--- src/rtl/adder_pkg.sv ---
// adder_pkg: shared operation encoding and default sizing for the pipelined adder
package adder_pkg;
    typedef enum logic [1:0] {OP_ADD, OP_SUB, OP_SAT_ADD, OP_SAT_SUB} op_e;
    localparam int DEF_WIDTH = 8;
    localparam int DEF_STAGES = 3;
    localparam int DEF_CNT_W = 16;
endpackage

--- src/rtl/adder_if.sv ---
// adder_if: operand/result handshake bundle between the add env and adder_pipe
interface adder_if
    import adder_pkg::*;
#(
    parameter int WIDTH = DEF_WIDTH,
    parameter int CNT_W = DEF_CNT_W
);
    logic clear;
    logic in_valid;
    logic in_ready;
    logic [WIDTH-1:0] in_a;
    logic [WIDTH-1:0] in_b;
    op_e in_op;
    logic out_valid;
    logic out_ready;
    logic [WIDTH:0] out_sum;
    logic out_flag;
    logic [CNT_W-1:0] out_count;
    modport master (
        output clear, in_valid, in_a, in_b, in_op, out_ready,
        input in_ready, out_valid, out_sum, out_flag, out_count
    );
    modport slave (
        input clear, in_valid, in_a, in_b, in_op, out_ready,
        output in_ready, out_valid, out_sum, out_flag, out_count
    );
endinterface

--- src/rtl/adder_alu.sv ---
// adder_alu: combinational unsigned add/sub/saturating add/saturating sub with carry, borrow or saturation flag
module adder_alu
    import adder_pkg::*;
#(
    parameter int WIDTH = DEF_WIDTH
) (
    input  logic [WIDTH-1:0] a,
    input  logic [WIDTH-1:0] b,
    input  op_e              op,
    output logic [WIDTH:0]   sum,
    output logic             flag
);
    logic [WIDTH:0] add_r;
    logic [WIDTH:0] sub_r;
    logic ovf;
    logic brw;
    assign add_r = {1'b0, a} + {1'b0, b};
    // the extra bit makes the difference come out modulo 2^(WIDTH+1)
    assign sub_r = {1'b0, a} - {1'b0, b};
    assign ovf = add_r[WIDTH];
    assign brw = a < b;
    assign sum = op == OP_ADD ? add_r :
                 op == OP_SUB ? sub_r :
                 op == OP_SAT_ADD ? (ovf ? {1'b0, {WIDTH{1'b1}}} : add_r) :
                 (brw ? '0 : sub_r);
    assign flag = (op == OP_ADD || op == OP_SAT_ADD) ? ovf : brw;
endmodule

--- src/rtl/adder_pipe.sv ---
// adder_pipe: stall-all pipelined adder; ALU ahead of stage 0, STAGES result registers, output handshake counter
module adder_pipe
    import adder_pkg::*;
#(
    parameter int WIDTH = DEF_WIDTH,
    parameter int STAGES = DEF_STAGES,
    parameter int CNT_W = DEF_CNT_W
) (
    input logic clk,
    input logic rst_n,
    adder_if.slave bus
);
    logic [WIDTH:0] alu_sum;
    logic alu_flag;
    logic vld [STAGES];
    logic [WIDTH:0] sum_q [STAGES];
    logic flag_q [STAGES];
    logic [CNT_W-1:0] cnt;
    logic adv;
    adder_alu #(.WIDTH(WIDTH)) u_alu (
        .a(bus.in_a),
        .b(bus.in_b),
        .op(bus.in_op),
        .sum(alu_sum),
        .flag(alu_flag)
    );
    assign adv = !vld[STAGES-1] || bus.out_ready;
    assign bus.in_ready = adv;
    assign bus.out_valid = vld[STAGES-1];
    assign bus.out_sum = sum_q[STAGES-1];
    assign bus.out_flag = flag_q[STAGES-1];
    assign bus.out_count = cnt;
    for (genvar i = 0; i < STAGES; i++) begin : g_stage
        logic v_in;
        logic [WIDTH:0] s_in;
        logic f_in;
        if (i == 0) begin : g_head
            assign v_in = bus.in_valid;
            assign s_in = alu_sum;
            assign f_in = alu_flag;
        end else begin : g_body
            assign v_in = vld[i-1];
            assign s_in = sum_q[i-1];
            assign f_in = flag_q[i-1];
        end
        // clear wins over advance so the offered pair is dropped too
        always_ff @(posedge clk or negedge rst_n) begin
            if (!rst_n) begin
                vld[i] <= 1'b0;
                sum_q[i] <= '0;
                flag_q[i] <= 1'b0;
            end else begin
                if (bus.clear) vld[i] <= 1'b0;
                else if (adv) vld[i] <= v_in;
                if (adv) begin
                    sum_q[i] <= s_in;
                    flag_q[i] <= f_in;
                end
            end
        end
    end
    always_ff @(posedge clk or negedge rst_n) begin
        if (!rst_n) cnt <= '0;
        else if (vld[STAGES-1] && bus.out_ready) cnt <= cnt + 1'b1;
    end
endmodule

--- src/flat_wrapper.sv ---
// flat-port wrapper written by rule: the top's interface ports become plain ports
module adder_pipe_flat import adder_pkg::*;
#(
    parameter int WIDTH = DEF_WIDTH,
    parameter int STAGES = DEF_STAGES,
    parameter int CNT_W = DEF_CNT_W
)
  (clk, rst_n, bus_clear, bus_in_valid, bus_in_a, bus_in_b, bus_in_op, bus_out_ready, bus_in_ready, bus_out_valid, bus_out_sum, bus_out_flag, bus_out_count);
  adder_if #(.WIDTH(WIDTH), .CNT_W(CNT_W)) bus_i ();
  input logic clk;
  input logic rst_n;
  input wire logic [$bits(bus_i.clear)-1:0] bus_clear;
  input wire logic [$bits(bus_i.in_valid)-1:0] bus_in_valid;
  input wire logic [$bits(bus_i.in_a)-1:0] bus_in_a;
  input wire logic [$bits(bus_i.in_b)-1:0] bus_in_b;
  input wire logic [$bits(bus_i.in_op)-1:0] bus_in_op;
  input wire logic [$bits(bus_i.out_ready)-1:0] bus_out_ready;
  output wire logic [$bits(bus_i.in_ready)-1:0] bus_in_ready;
  output wire logic [$bits(bus_i.out_valid)-1:0] bus_out_valid;
  output wire logic [$bits(bus_i.out_sum)-1:0] bus_out_sum;
  output wire logic [$bits(bus_i.out_flag)-1:0] bus_out_flag;
  output wire logic [$bits(bus_i.out_count)-1:0] bus_out_count;
  assign bus_i.clear = bus_clear;
  assign bus_i.in_valid = bus_in_valid;
  assign bus_i.in_a = bus_in_a;
  assign bus_i.in_b = bus_in_b;
  assign bus_i.in_op = bus_in_op;
  assign bus_i.out_ready = bus_out_ready;
  assign bus_in_ready = bus_i.in_ready;
  assign bus_out_valid = bus_i.out_valid;
  assign bus_out_sum = bus_i.out_sum;
  assign bus_out_flag = bus_i.out_flag;
  assign bus_out_count = bus_i.out_count;
  adder_pipe #(.WIDTH(WIDTH), .STAGES(STAGES), .CNT_W(CNT_W)) u_core (.clk(clk), .rst_n(rst_n), .bus(bus_i));
endmodule
--- config.mk ---
export PLATFORM = sky130hd
export DESIGN_NAME = adder_pipe_flat
export DESIGN_NICKNAME = d
export VERILOG_FILES = /design/src/rtl/adder_pkg.sv /design/src/rtl/adder_if.sv /design/src/rtl/adder_alu.sv /design/src/rtl/adder_pipe.sv /design/src/flat_wrapper.sv
export SDC_FILE = /design/constraint.sdc
export NUM_CORES = 1
export LEC_CHECK = 0
export BUFFER_PORTS_ARGS = -buffer_cell sky130_fd_sc_hd__buf_4
export CAP_MARGIN = 20
export CORE_MARGIN = 4
export CORE_UTILIZATION = 60
export DETAILED_ROUTE_END_ITERATION = 12
export GPL_TIMING_DRIVEN = 0
export PLACE_DENSITY = 0.82
export SYNTH_ARGS = -nofsm -noshare
export SYNTH_HDL_FRONTEND = slang
export SYNTH_HIERARCHICAL = 1
export SYNTH_SLANG_ARGS = --single-unit
export TNS_END_PERCENT = 20
--- constraint.sdc ---
create_clock -name clk -period 2.6 [get_ports clk]
set_input_delay 0.26 -clock clk [delete_from_list [all_inputs] [get_ports clk]]
set_output_delay 0.26 -clock clk [all_outputs]
set_load 0.05 [all_outputs]
# == Word level (Yosys, flattened, before mapping) ==
# Index checks and enable logic that the tools add are counted.
# op_classes
addsub,3
n_lt_le_gt_ge,1
eq_ne,2
muxes,12
n_reduce_logical,6
# op_table
op,count
$mux W9,4
$add A16 B1 Y16 const B,1
$add A8 B8 Y9,1
$sub A8 B8 Y9,1
$lt A8 B8 Y1,1
$mux W8,1
$mux W1,7
$eq A2 B1 Y1 const B,1
$eq A2 B2 Y1 const B,1
$logic_not A2 Y1,1
$logic_or A1 B1 Y1,2
$reduce_bool A2 Y1,1
$logic_and A1 B1 Y1,1
$logic_not A1 Y1,1
# word_totals
reg_bits,49
in_bits,23
output_inout_bits,28

# == Logic depth before layout (Yosys ltp) ==
# Gate-level depths: netlist of the first run.
# depth
depth_word,5
depth_mapped,10
mapped_depth_nobuf,10

# == Cells and area by module ==
# Netlist of the first run, hierarchy kept.
# by_module_without_submodules
module,n_inst,cells_each,area_each_um2
adder_pipe,1,130,1931.9
adder_alu,1,126,899.6

# == Worst setup path before layout of the first run ==
# No wires, ideal clock.
# synth_timing
kind,input port to flip-flop
startpoint,input bus_in_a[0]
endpoint,"register u_core.sum_q, in the netlist u_core/g_stage[1].s_in[6]"
arrival_time_ps,2022
t_required_ps,2475
slack_ps,453
path_stages,9
n_path_buf,0
cell_sequence,ha_1 > fa_1 > nor2b_1 > o311ai_2 > a21boi_2 > and2_1 > nand2_1 > a41oi_2 > mux2_2
# synth_via
elab_chain_cells,5
elab_cells_between_ends,8
cone_classes,2 x add/sub; 1 x order compare; 5 x mux
# synth_lines
item,line_no,source
from (decl),flat_wrapper.sv:14,input wire logic [$bits(bus_i.in_a)-1:0] bus_in_a;
$sub A8 B8 Y9 (tied with other cells),adder_alu.sv:19,"assign sub_r = {1'b0, a} - {1'b0, b};"
$mux W9 / $mux W8 (equally long branches),"adder_alu.sv:25, adder_alu.sv:24",
$mux W9,adder_alu.sv:24,"op == OP_SAT_ADD ? (ovf ? {1'b0, {WIDTH{1'b1}}} : add_r) :"
$mux W9,adder_alu.sv:23,op == OP_SUB ? sub_r :
$mux W9 (*),adder_alu.sv:22,assign sum = op == OP_ADD ? add_r :
net u_core.alu_sum[6],adder_pipe.sv:13,logic [WIDTH:0] alu_sum;
"to (signal, indexed assignment)",adder_pipe.sv:56,sum_q[i] <= s_in;
to (decl),adder_pipe.sv:16,logic [WIDTH:0] sum_q [STAGES];
# Mark *: on every way through the listed nets, which the timed path passes. The rest lies on a longest branch.
# A chain may end at the register's enable or synchronous reset.

# == Worst setup path in the final report of the first run ==
# Ends and elaborated chain as after synthesis.

==> results.json, run 1 <==
{
  "outcome": "complete, no violations",
  "tightest_slew_ns": 0.595,
  "critPathCaptureType": "register",
  "peakVddDrop_v": 0.000371,
  "crit_end": "u_core/g_stage[1].s_in[6]$_DFFE_PN0P_",
  "fmax_mhz": 453,
  "clock_latency_ns": 0.30,
  "crit_family": "compound AO/OA/AOI/OAI gates",
  "cp.depth": 10,
  "seqCellArea_um2": 1230,
  "drc": 0,
  "r2r-start": "u_core/bus.out_valid$_DFFE_PN0P_",
  "synthCells": 256,
  "synth_top_area_frac": 0.433,
  "start_kind": "primary input",
  "first_iter_violations": 68,
  "pre_cts_slack_ns": 0.0946,
  "cts_max_level": 2,
  "fin_ws_ns": 0.392,
  "synthTopCellsByArea": "dfrtp_1, mux2_2, ha_1",
  "ys_seq_elements": 49,
  "synth_edf_count": 0,
  "antenna_left": 0,
  "powerDensity_nw_per_um2": 637,
  "setup_tns_ns": 0,
  "crit_start": "bus_in_a[0]",
  "finClkSkew_ns": 0.00830,
  "cts_sinks": 49,
  "syn2layout_area_growth_pct": 19.9,
  "hold_viol": 0,
  "rows": 24,
  "num_vias": 2099,
  "fp.dieH_um": 76.7,
  "grt_usage": 0.192,
  "grt_overflow": 0,
  "hold_path_class": "primary input to register",
  "antenna_cells": 0,
  "reg2reg_to": "u_core/g_stage[2].s_in[8]$_DFFE_PN0P_",
  "grt_pass1_vias": 2071,
  "drt_first_pass_iters": 4,
  "post_dp_cell_area_um2": 3270,
  "synthDistinctLibCells": 57,
  "die_x_um": 76.7,
  "clk_pin_slew_ns": 0.09,
  "cap_violations": 0,
  "cts_root_buf": "clkbuf_8",
  "yosys.area.top_type": "dfrtp_1",
  "r2r_cells": 4,
  "drive_gt1_frac": 0.349,
  "avgSynthCellArea_um2": 11.1,
  "cts_buffers": 5,
  "async_flop_share": 1.00,
  "grt_pass1_wl_um": 9190,
  "viasPerCell": 5.72,
  "gp_congestion": 0.842,
  "synth_area_um2": 2830,
  "cp_max_fo": 4,
  "initial_core_util": 0.633,
  "slew_headroom": 0.603,
  "crit_path_top_delay_cell": "fa_1",
  "p_leak_nw": 1.65,
  "setup_viol": 0,
  "grt_setup_unrepaired": "false",
  "layout_min_cycle_time_ns": 2.21,
  "crit_type": "primary input to register",
  "fin_util": 0.759,
  "antenna_found_initial": 0,
  "max_stage_delay_ns": 0.39,
  "synth_flop_cell": "dfrtp_1",
  "port_buffers": 50,
  "required_ns": 2.80,
  "finalPower_mw": 2.16,
  "synth_warnings": 6,
  "rrSetupSlack_ns": 1.17,
  "cts_tree": "built",
  "path_cells": "buf_4, ha_1, fa_1, nor2b_1, o311ai_2, a21boi_2, and2_1, nand2_1, a41oi_2, mux2_2",
  "critical_path_buf_inv_count": 1,
  "routed_wl_um": 5460,
  "multi_input_area_um2": 1480,
  "core-area_um2": 4470,
  "post-route-period-util": 0.849,
  "worstPathArrival_ns": 2.41,
  "ios": 51,
  "synthesis.nets": 298,
  "hpwl_um": 4180,
  "slew_viol_final": 0,
  "nets": 356,
  "clk_path_buf_depth": 2,
  "fin_area_um2": 3390,
  "grt_max_degree": 50,
  "wl_per_cell_um": 14.9,
  "dieArea_um2": 5880,
  "ys_seq_area_frac": 0.433,
  "nFillCells": 326
}
power breakdown:
group          internal (mW)  total (mW)  switching, mW
Combinational          0.270       0.675          0.405
Sequential             0.874       0.946         0.0718
Clock                  0.288       0.541          0.253
Total                   1.43        2.16          0.730
how the worst min path moves through the flow:
stage | startpoint | endpoint | slack [ns] | depth (start not counted)
floorplan | rst_n | u_core/bus.out_count[0]$_DFFE_PN0P_ | -0.04 | 0
global placement | rst_n | u_core/bus.out_count[14]$_DFFE_PN0P_ | 0.31 | 1
detailed placement | rst_n | u_core/bus.out_count[13]$_DFFE_PN0P_ | 0.31 | 1
CTS | bus_clear | u_core/bus.out_valid$_DFFE_PN0P_ | 0.1 | 2
global route | bus_clear | u_core/bus.out_valid$_DFFE_PN0P_ | 0.1 | 2
finish | bus_clear | u_core/bus.out_valid$_DFFE_PN0P_ | 0.11 | 2
layout make-up:
cell class | instances | area share
multi-input cells | 181 | 0.437
inverters | 16 | 0.0177
plain buffers | 10 | 0.0184
flip-flops and latches | 49 | 0.361
clock inverters | 3 | 0.0129
clock buffers | 5 | 0.0203
well taps | 52 | 0.0192
repair buffers | 51 | 0.114
cell families after synthesis:
group                    Yosys count  synth area share
AND/OR/NAND/NOR                   63             0.121
AO/OA/AOI/OAI                     50             0.134
flip-flops                        49             0.433
multiplexers                      32             0.127
buffers and inverters             26            0.0433
adder cells (fa/ha/maj)           19            0.0893
XOR/XNOR                          17            0.0526
layout by cell type, fill, tap and decap left out, types with 5 or more instances in the layout:
| master | netlist | routed |
|---|---|---|
| a21oi_1 | 10 | 10 |
| buf_2 | 5 | 5 |
| buf_4 | 3 | 53 |
| clkbuf_8 | 0 | 5 |
| dfrtp_1 | 49 | 49 |
| ha_1 | 17 | 17 |
| inv_1 | 16 | 16 |
| mux2_2 | 31 | 31 |
| nand2_1 | 18 | 18 |
| nand2b_1 | 5 | 5 |
| nand3_1 | 9 | 9 |
| nor2_1 | 11 | 11 |
| xnor2_1 | 13 | 13 |
through the flow:
step | hold slack [ns] | std cells
floorplan | -0.0356 | 256
global placement | 0.305 | 358
detailed placement | 0.310 | 358
CTS | 0.0978 | 367
global route | 0.100 | 367
finish | 0.110 | 367
Yosys cell counts, drive strengths merged, types with 3 or more instances:
library cell / count
o21ai: 9
dfrtp: 49
nand2: 18
ha: 17
xor2: 4
xnor2: 13
o21bai: 4
nand2b: 5
and4: 3
mux2: 31
buf: 9
a21oi: 11
nand3: 9
nand4: 4
nor2: 12
nor2b: 4
inv: 16
repair_timing:
item / 4_1_cts / 5_1_grt
hold buffers: 1 / 0
gates resized for setup: 0 / 0
hold endpoints to repair: 49 / 0
setup buffers: 0 / 0
layer usage:
| metal | vias to the layer above | GRT usage | routed length, um |
|---|---|---|---|
| met3 | 2 | 0.0410 | 281 |
| li1 | 1019 | - | - |
| met4 | 0 | 0.0743 | 42 |
| met1 | 1024 | 0.241 | 2380 |
| met2 | 54 | 0.323 | 2760 |
| met5 | - | 0 | 0 |
state kept, by name, indices dropped and copies added, names as in the netlist:
name,count
u_core/g_stage.v_in,2
u_core/bus.out_valid,1
u_core/g_stage.f_in,2
u_core/bus.out_sum,9
u_core/bus.out_count,16
u_core/g_stage.s_in,18
u_core/bus.out_flag,1
(Power assumes the default switching activity.)
==> inputs of run 2 (changes only) <==
- CORE_UTILIZATION: 60 -> 56
- PLACE_DENSITY: 0.82 -> 0.77
- clock period: 2.6 -> 2.1 ns (I/O delays scaled with it)
==> run 2 against run 1 <==
Via count decreased by 0.43%; routed wire length decreased by 2.8%; clock power increased by 25%; first-iteration DRC count decreased by 4.4%; setup slack got worse by 0.31 ns; largest cell class unchanged; largest power group unchanged; highest routed layer unchanged.
==> results.json, run 2 (synthesis results as in run 1) <==
{
  "fp.dieH_um": 79.1,
  "nets": 357,
  "setup_viol": 0,
  "syn2layout_area_growth_pct": 21.4,
  "cts_buffers": 5,
  "clk_path_buf_depth": 2,
  "fmax_mhz": 496,
  "fin_ws_ns": 0.0839,
  "wl_per_cell_um": 13.8,
  "path_cells": "buf_4, ha_1, fa_2, nor2b_1, o311ai_2, a21boi_2, and2_1, nand2_2, o211ai_1, mux2_2",
  "drt_first_pass_iters": 4,
  "grt_usage": 0.185,
  "layout.cells.non_filler": 383,
  "cts_tree": "built",
  "grt_setup_unrepaired": "false",
  "peakVddDrop_v": 0.000390,
  "clock_latency_ns": 0.30,
  "largest_reg_flops": 18,
  "hpwl_um": 4140,
  "critPathCaptureType": "register",
  "post_dp_cell_area_um2": 3290,
  "antenna_cells": 0,
  "placed_cells": 373,
  "grt_pass1_wl_um": 9210,
  "cap_violations": 0,
  "p_leak_nw": 1.65,
  "cp_max_fo": 3,
  "setup_tns_ns": 0,
  "port_buffers": 50,
  "antenna_left": 0,
  "num_vias": 2090,
  "pre_cts_slack_ns": -0.386,
  "routed_wl_um": 5300,
  "final_common_cell": "buf_4",
  "layout_min_cycle_time_ns": 2.02,
  "rows": 25,
  "core-area_um2": 4820,
  "final_cell_mix": "buf_4, dfrtp_1, mux2_2, ha_1",
  "start_kind": "primary input",
  "slew_viol_final": 0,
  "required_ns": 2.30,
  "dieArea_um2": 6260,
  "ios": 51,
  "gp_congestion": 0.847,
  "fin_hold_ws_ns": 0.0638,
  "finClkSkew_ns": 0.0141,
  "grt_pass1_vias": 2025,
  "cts_root_buf": "clkbuf_8",
  "finalPower_mw": 2.69,
  "antenna_found_initial": 0,
  "crit_family": "adder cells",
  "fin_area_um2": 3440,
  "powerDensity_nw_per_um2": 781,
  "critical_path_buf_inv_count": 1,
  "crit_path_top_delay_cell": "fa_2",
  "worstPathArrival_ns": 2.21,
  "cts_max_level": 2,
  "drc": 0,
  "die_x_um": 79.1,
  "hold_path_class": "primary input to register",
  "outcome": "complete, no violations",
  "slew_headroom": 0.614,
  "grt_max_degree": 50,
  "tightest_slew_ns": 0.579,
  "initial_core_util": 0.588,
  "fin_util": 0.714,
  "grt_overflow": 0,
  "viasPerCell": 5.46,
  "nFillCells": 382,
  "crit_type": "primary input to register",
  "hold_viol": 0,
  "first_iter_violations": 65,
  "clk_pin_slew_ns": 0.09,
  "max_stage_delay_ns": 0.36,
  "post-route-period-util": 0.960,
  "drive_gt1_frac": 0.367,
  "cts_sinks": 49
}
==> run 2: final cells by class <==
type / count / area (um2) / share of cell area
inverter: 16 / 60.1 / 0.0175
sequential: 49 / 1230 / 0.357
tap: 67 / 83.8 / 0.0244
multi-input combinational: 181 / 1500 / 0.436
clock buffer: 5 / 68.8 / 0.0200
clock inverter: 3 / 43.8 / 0.0127
buffer: 10 / 62.6 / 0.0182
timing repair buffer: 52 / 393 / 0.114
==> run 2: routing by layer <==
metal,vias up,global-route usage,part of all wire
li1,1026,-,-
met2,49,0.310,0.50
met1,1010,0.241,0.43
met4,0,0.0619,0.015
met5,-,0,0
met3,5,0.0363,0.048
==> run 2: path summary, 6_finish.rpt <==
kind / cells past startpoint / start / slack [ns] / endpoint
max reg2reg: 4 / u_core/bus.out_valid$_DFFE_PN0P_ / 0.68 / u_core/bus.out_sum[0]$_DFFE_PN0P_
max: 10 / bus_in_a[0] / 0.08 / u_core/g_stage[1].s_in[5]$_DFFE_PN0P_
max in group asynchronous: 2 / rst_n / 1.25 / u_core/bus.out_count[9]$_DFFE_PN0P_
min: 2 / bus_clear / 0.06 / u_core/g_stage[2].v_in$_DFFE_PN0P_
min reg2reg: 1 / u_core/bus.out_count[15]$_DFFE_PN0P_ / 0.48 / u_core/bus.out_count[15]$_DFFE_PN0P_
min in group asynchronous: 2 / rst_n / 0.44 / u_core/bus.out_count[10]$_DFFE_PN0P_
==> run 2: repair_timing <==
action | CTS | global route
hold buffers | 1 | 0
hold endpoints to repair | 49 | 0
gates resized for setup | 1 | 4
pin swaps | 1 | 1
buffers inserted | 1 | 0
endpoints found under the setup margin | 3 | 8
gates cloned | 0 | 0
==> run 2: power by group <==
group / switching, mW / internal, mW
sequential: 0.0905 / 1.08
combinational: 0.501 / 0.339
clock: 0.317 / 0.357
total: 0.909 / 1.78
==> inputs of run 3 (changes only) <==
- MAX_ROUTING_LAYER: not set -> met4
- SYNTH_HIERARCHICAL: 1 -> not set
==> run 3 against run 2 <==
Sequential cell count unchanged; register-to-register slack got worse by 0.44 ns; total power rose by 1.4%; first-iteration DRC count is 78% higher; area after synthesis is 1.9% higher; synthesized cell count up 23%; combinational power grew 2%; routed wire length is 10% higher; critical endpoint is now u_core.g_stage[1].s_in[6]$_DFFE_PN0P_.
==> results.json, run 3 <==
{
  "initial_core_util": 0.595,
  "synth-simple-area-share": 0.197,
  "fin_area_um2": 3470,
  "grt_pass1_vias": 2293,
  "required_ns": 2.29,
  "cts_max_level": 2,
  "p_leak_nw": 1.71,
  "synthMuxAreaShare": 0.0147,
  "antenna_found_initial": 0,
  "switchingPower_mw": 0.935,
  "finClkSkew_ns": 0.00521,
  "drt_first_pass_iters": 4,
  "worstPathArrival_ns": 2.15,
  "grt_overflow": 0,
  "peakVddDrop_v": 0.000372,
  "pwr-share-comb": 0.315,
  "drive_gt1_frac": 0.212,
  "synthCells": 315,
  "gp_congestion": 0.905,
  "async_flop_share": 1.00,
  "synth-compound-area-share": 0.151,
  "outcome": "complete, no violations",
  "nets": 414,
  "synth_edf_count": 0,
  "powerDensity_nw_per_um2": 785,
  "synthXorXnorAreaFrac": 0.0729,
  "tightest_slew_ns": 0.690,
  "fp.dieH_um": 79.8,
  "slew_headroom": 0.534,
  "synth_top_family_by_area": "simple AND/OR/NAND/NOR gates",
  "clk_pin_slew_ns": 0.08,
  "critPathCaptureType": "register",
  "grt_setup_unrepaired": "false",
  "avgSynthCellArea_um2": 9.16,
  "hold_viol": 0,
  "critical_path_buf_inv_count": 1,
  "synthDistinctLibCells": 51,
  "final_common_cell": "nand2_1",
  "synth_adder_area_share": 0.0876,
  "synth_area_um2": 2890,
  "crit_type": "primary input to register",
  "hpwl_um": 4570,
  "grt_pass1_wl_um": 10100,
  "hold_path_class": "primary input to register",
  "slew_viol_final": 0,
  "rrSetupSlack_ns": 0.24,
  "syn2layout_area_growth_pct": 20.2,
  "first_iter_violations": 116,
  "synthesis.nets": 357,
  "drc": 0,
  "cp_max_fo": 5,
  "clock_latency_ns": 0.30,
  "p_int_mw": 1.79,
  "layout.cells.non_filler": 440,
  "cts_buffers": 5,
  "synth_warnings": 0,
  "largest_reg_flops": 18,
  "pwr-share-seq": 0.433,
  "path_cells": "buf_4, ha_1, fa_1, nor2b_2, o221ai_1, o31ai_2, a31o_2, o31ai_1, o21ai_1",
  "fmax_mhz": 508,
  "grt_usage": 0.206,
  "clkPwrFrac": 0.253,
  "crit_path_top_delay_cell": "fa_1",
  "ys_seq_elements": 49,
  "cts_sinks": 49,
  "viasPerCell": 5.19,
  "final_cell_mix": "nand2_1, buf_4, dfrtp_1, xnor2_1, ha_1",
  "cap_violations": 0,
  "routed_wl_um": 5830,
  "post_dp_cell_area_um2": 3340,
  "finalPower_mw": 2.72,
  "yosys.area.top_type": "dfrtp_1",
  "synth_flop_cell": "dfrtp_1",
  "wl_per_cell_um": 13.3,
  "core-area_um2": 4850,
  "setup_viol": 0,
  "synth_common_cells": "nand2_1, dfrtp_1, ha_1, xnor2_1, inv_1",
  "die_x_um": 79.8,
  "crit_family": "compound AO/OA/AOI/OAI gates",
  "cts_root_buf": "clkbuf_8",
  "layout_min_cycle_time_ns": 1.97,
  "synthTopCellsByArea": "dfrtp_1, nand2_1, ha_1",
  "dieArea_um2": 6360,
  "rows": 25,
  "antenna_left": 0,
  "port_buffers": 49,
  "num_vias": 2282,
  "yosysMostFrequentCell": "nand2_1",
  "cts_tree": "built",
  "antenna_cells": 0,
  "placed_cells": 431,
  "max_stage_delay_ns": 0.41,
  "start_kind": "primary input",
  "clk_path_buf_depth": 2,
  "ys_seq_area_frac": 0.425,
  "sw_frac_of_total": 0.343,
  "ios": 51,
  "synth_top_area_frac": 0.425,
  "post-route-period-util": 0.937,
  "grt_max_degree": 50
}
## run 3: cell types whose count changed after synthesis, moves of 3 or more
cell / previous run / this run
o21ai_1: 4 / 1
o21a_1: 1 / 7
buf_2: 5 / 0
xor2_1: 4 / 7
a31o_2: 0 / 3
nand2_1: 18 / 83
clkbuf_1: 1 / 9
mux2_2: 31 / 2
o21ai_0: 4 / 14
xnor2_1: 13 / 17
## run 3: cell families after synthesis
| family | Yosys count |
|---|---|
| and+or+nand+nor | 128 |
| AOI/OAI and AO/OA | 59 |
| DFF | 49 |
| buffers and inverters | 32 |
| xor gates and xnor gates | 24 |
| adders and majority gates | 19 |
| muxes | 4 |
## run 3: worst paths after layout
kind	startpoint	end	cells after the start
min in group asynchronous	rst_n	u_core.bus.out_sum[0]$_DFFE_PN0P_	2
max in group asynchronous	rst_n	u_core.bus.out_valid$_DFFE_PN0P_	2
worst min register to register	u_core.g_stage[2].s_in[2]$_DFFE_PN0P_	u_core.bus.out_sum[2]$_DFFE_PN0P_	2
worst max register to register	u_core.bus.out_valid$_DFFE_PN0P_	u_core.bus.out_count[13]$_DFFE_PN0P_	6
worst min-delay path	bus_clear	u_core.g_stage[2].v_in$_DFFE_PN0P_	2
worst max-delay path	bus_in_b[0]	u_core.g_stage[1].s_in[6]$_DFFE_PN0P_	9
## run 3: power groups by stage
stage / clock network (mW) / logic [mW] / registers [mW]
floorplan: 0 / 0.363 / 1.42
global placement: 0 / 0.833 / 1.19
detailed placement: 0 / 0.852 / 1.20
CTS: 0.702 / 0.863 / 1.18
global route: 0.759 / 0.933 / 1.20
finish: 0.688 / 0.858 / 1.18
## run 3: worst reg2reg max path: stages (launching register included)
cell and delay, ns:
dfrtp_1 0.37, and2_1 0.14, clkbuf_1 0.22, nand4_1 0.23, nor3_1 0.46, nand3_1 0.17, xnor2_1 0.16
## run 3: repair_timing
item,CTS,global route
hold endpoints to repair,49,0
resized for setup,0,2
endpoints found under the setup margin,0,1
hold buffers,1,0
buffers inserted,0,0
## run 3: layer usage
metal  GRT usage  wire, um  up-vias
li1            -         -     1162
met2       0.351      2930       62
met5           -         0        -
met3      0.0293       251        9
met4      0.0726        82        0
met1       0.250      2570     1049
## run 3: metrics by stage
step           setup WS (ns)  TNS, ns  hold slack (ns)   util
5_1_grt               0.0103        0           0.0635  0.715
3_3_place_gp          -0.184   -0.638            0.261  0.688
2_1_floorplan          0.119        0          -0.0856      -
4_1_cts               0.0895        0           0.0669  0.715
6_report               0.132        0           0.0740  0.715
3_5_place_dp          -0.187   -0.635            0.258  0.688
## run 3: final cells by class
type / instances / area, um2
multi-input combinational: 234 / 1510
clock buffer: 6 / 82.6
tap: 67 / 83.8
buffer: 15 / 87.6
fill: 404 / 1380
inverter: 17 / 63.8
clock inverter: 2 / 37.5
timing repair buffer: 50 / 378
sequential: 49 / 1230
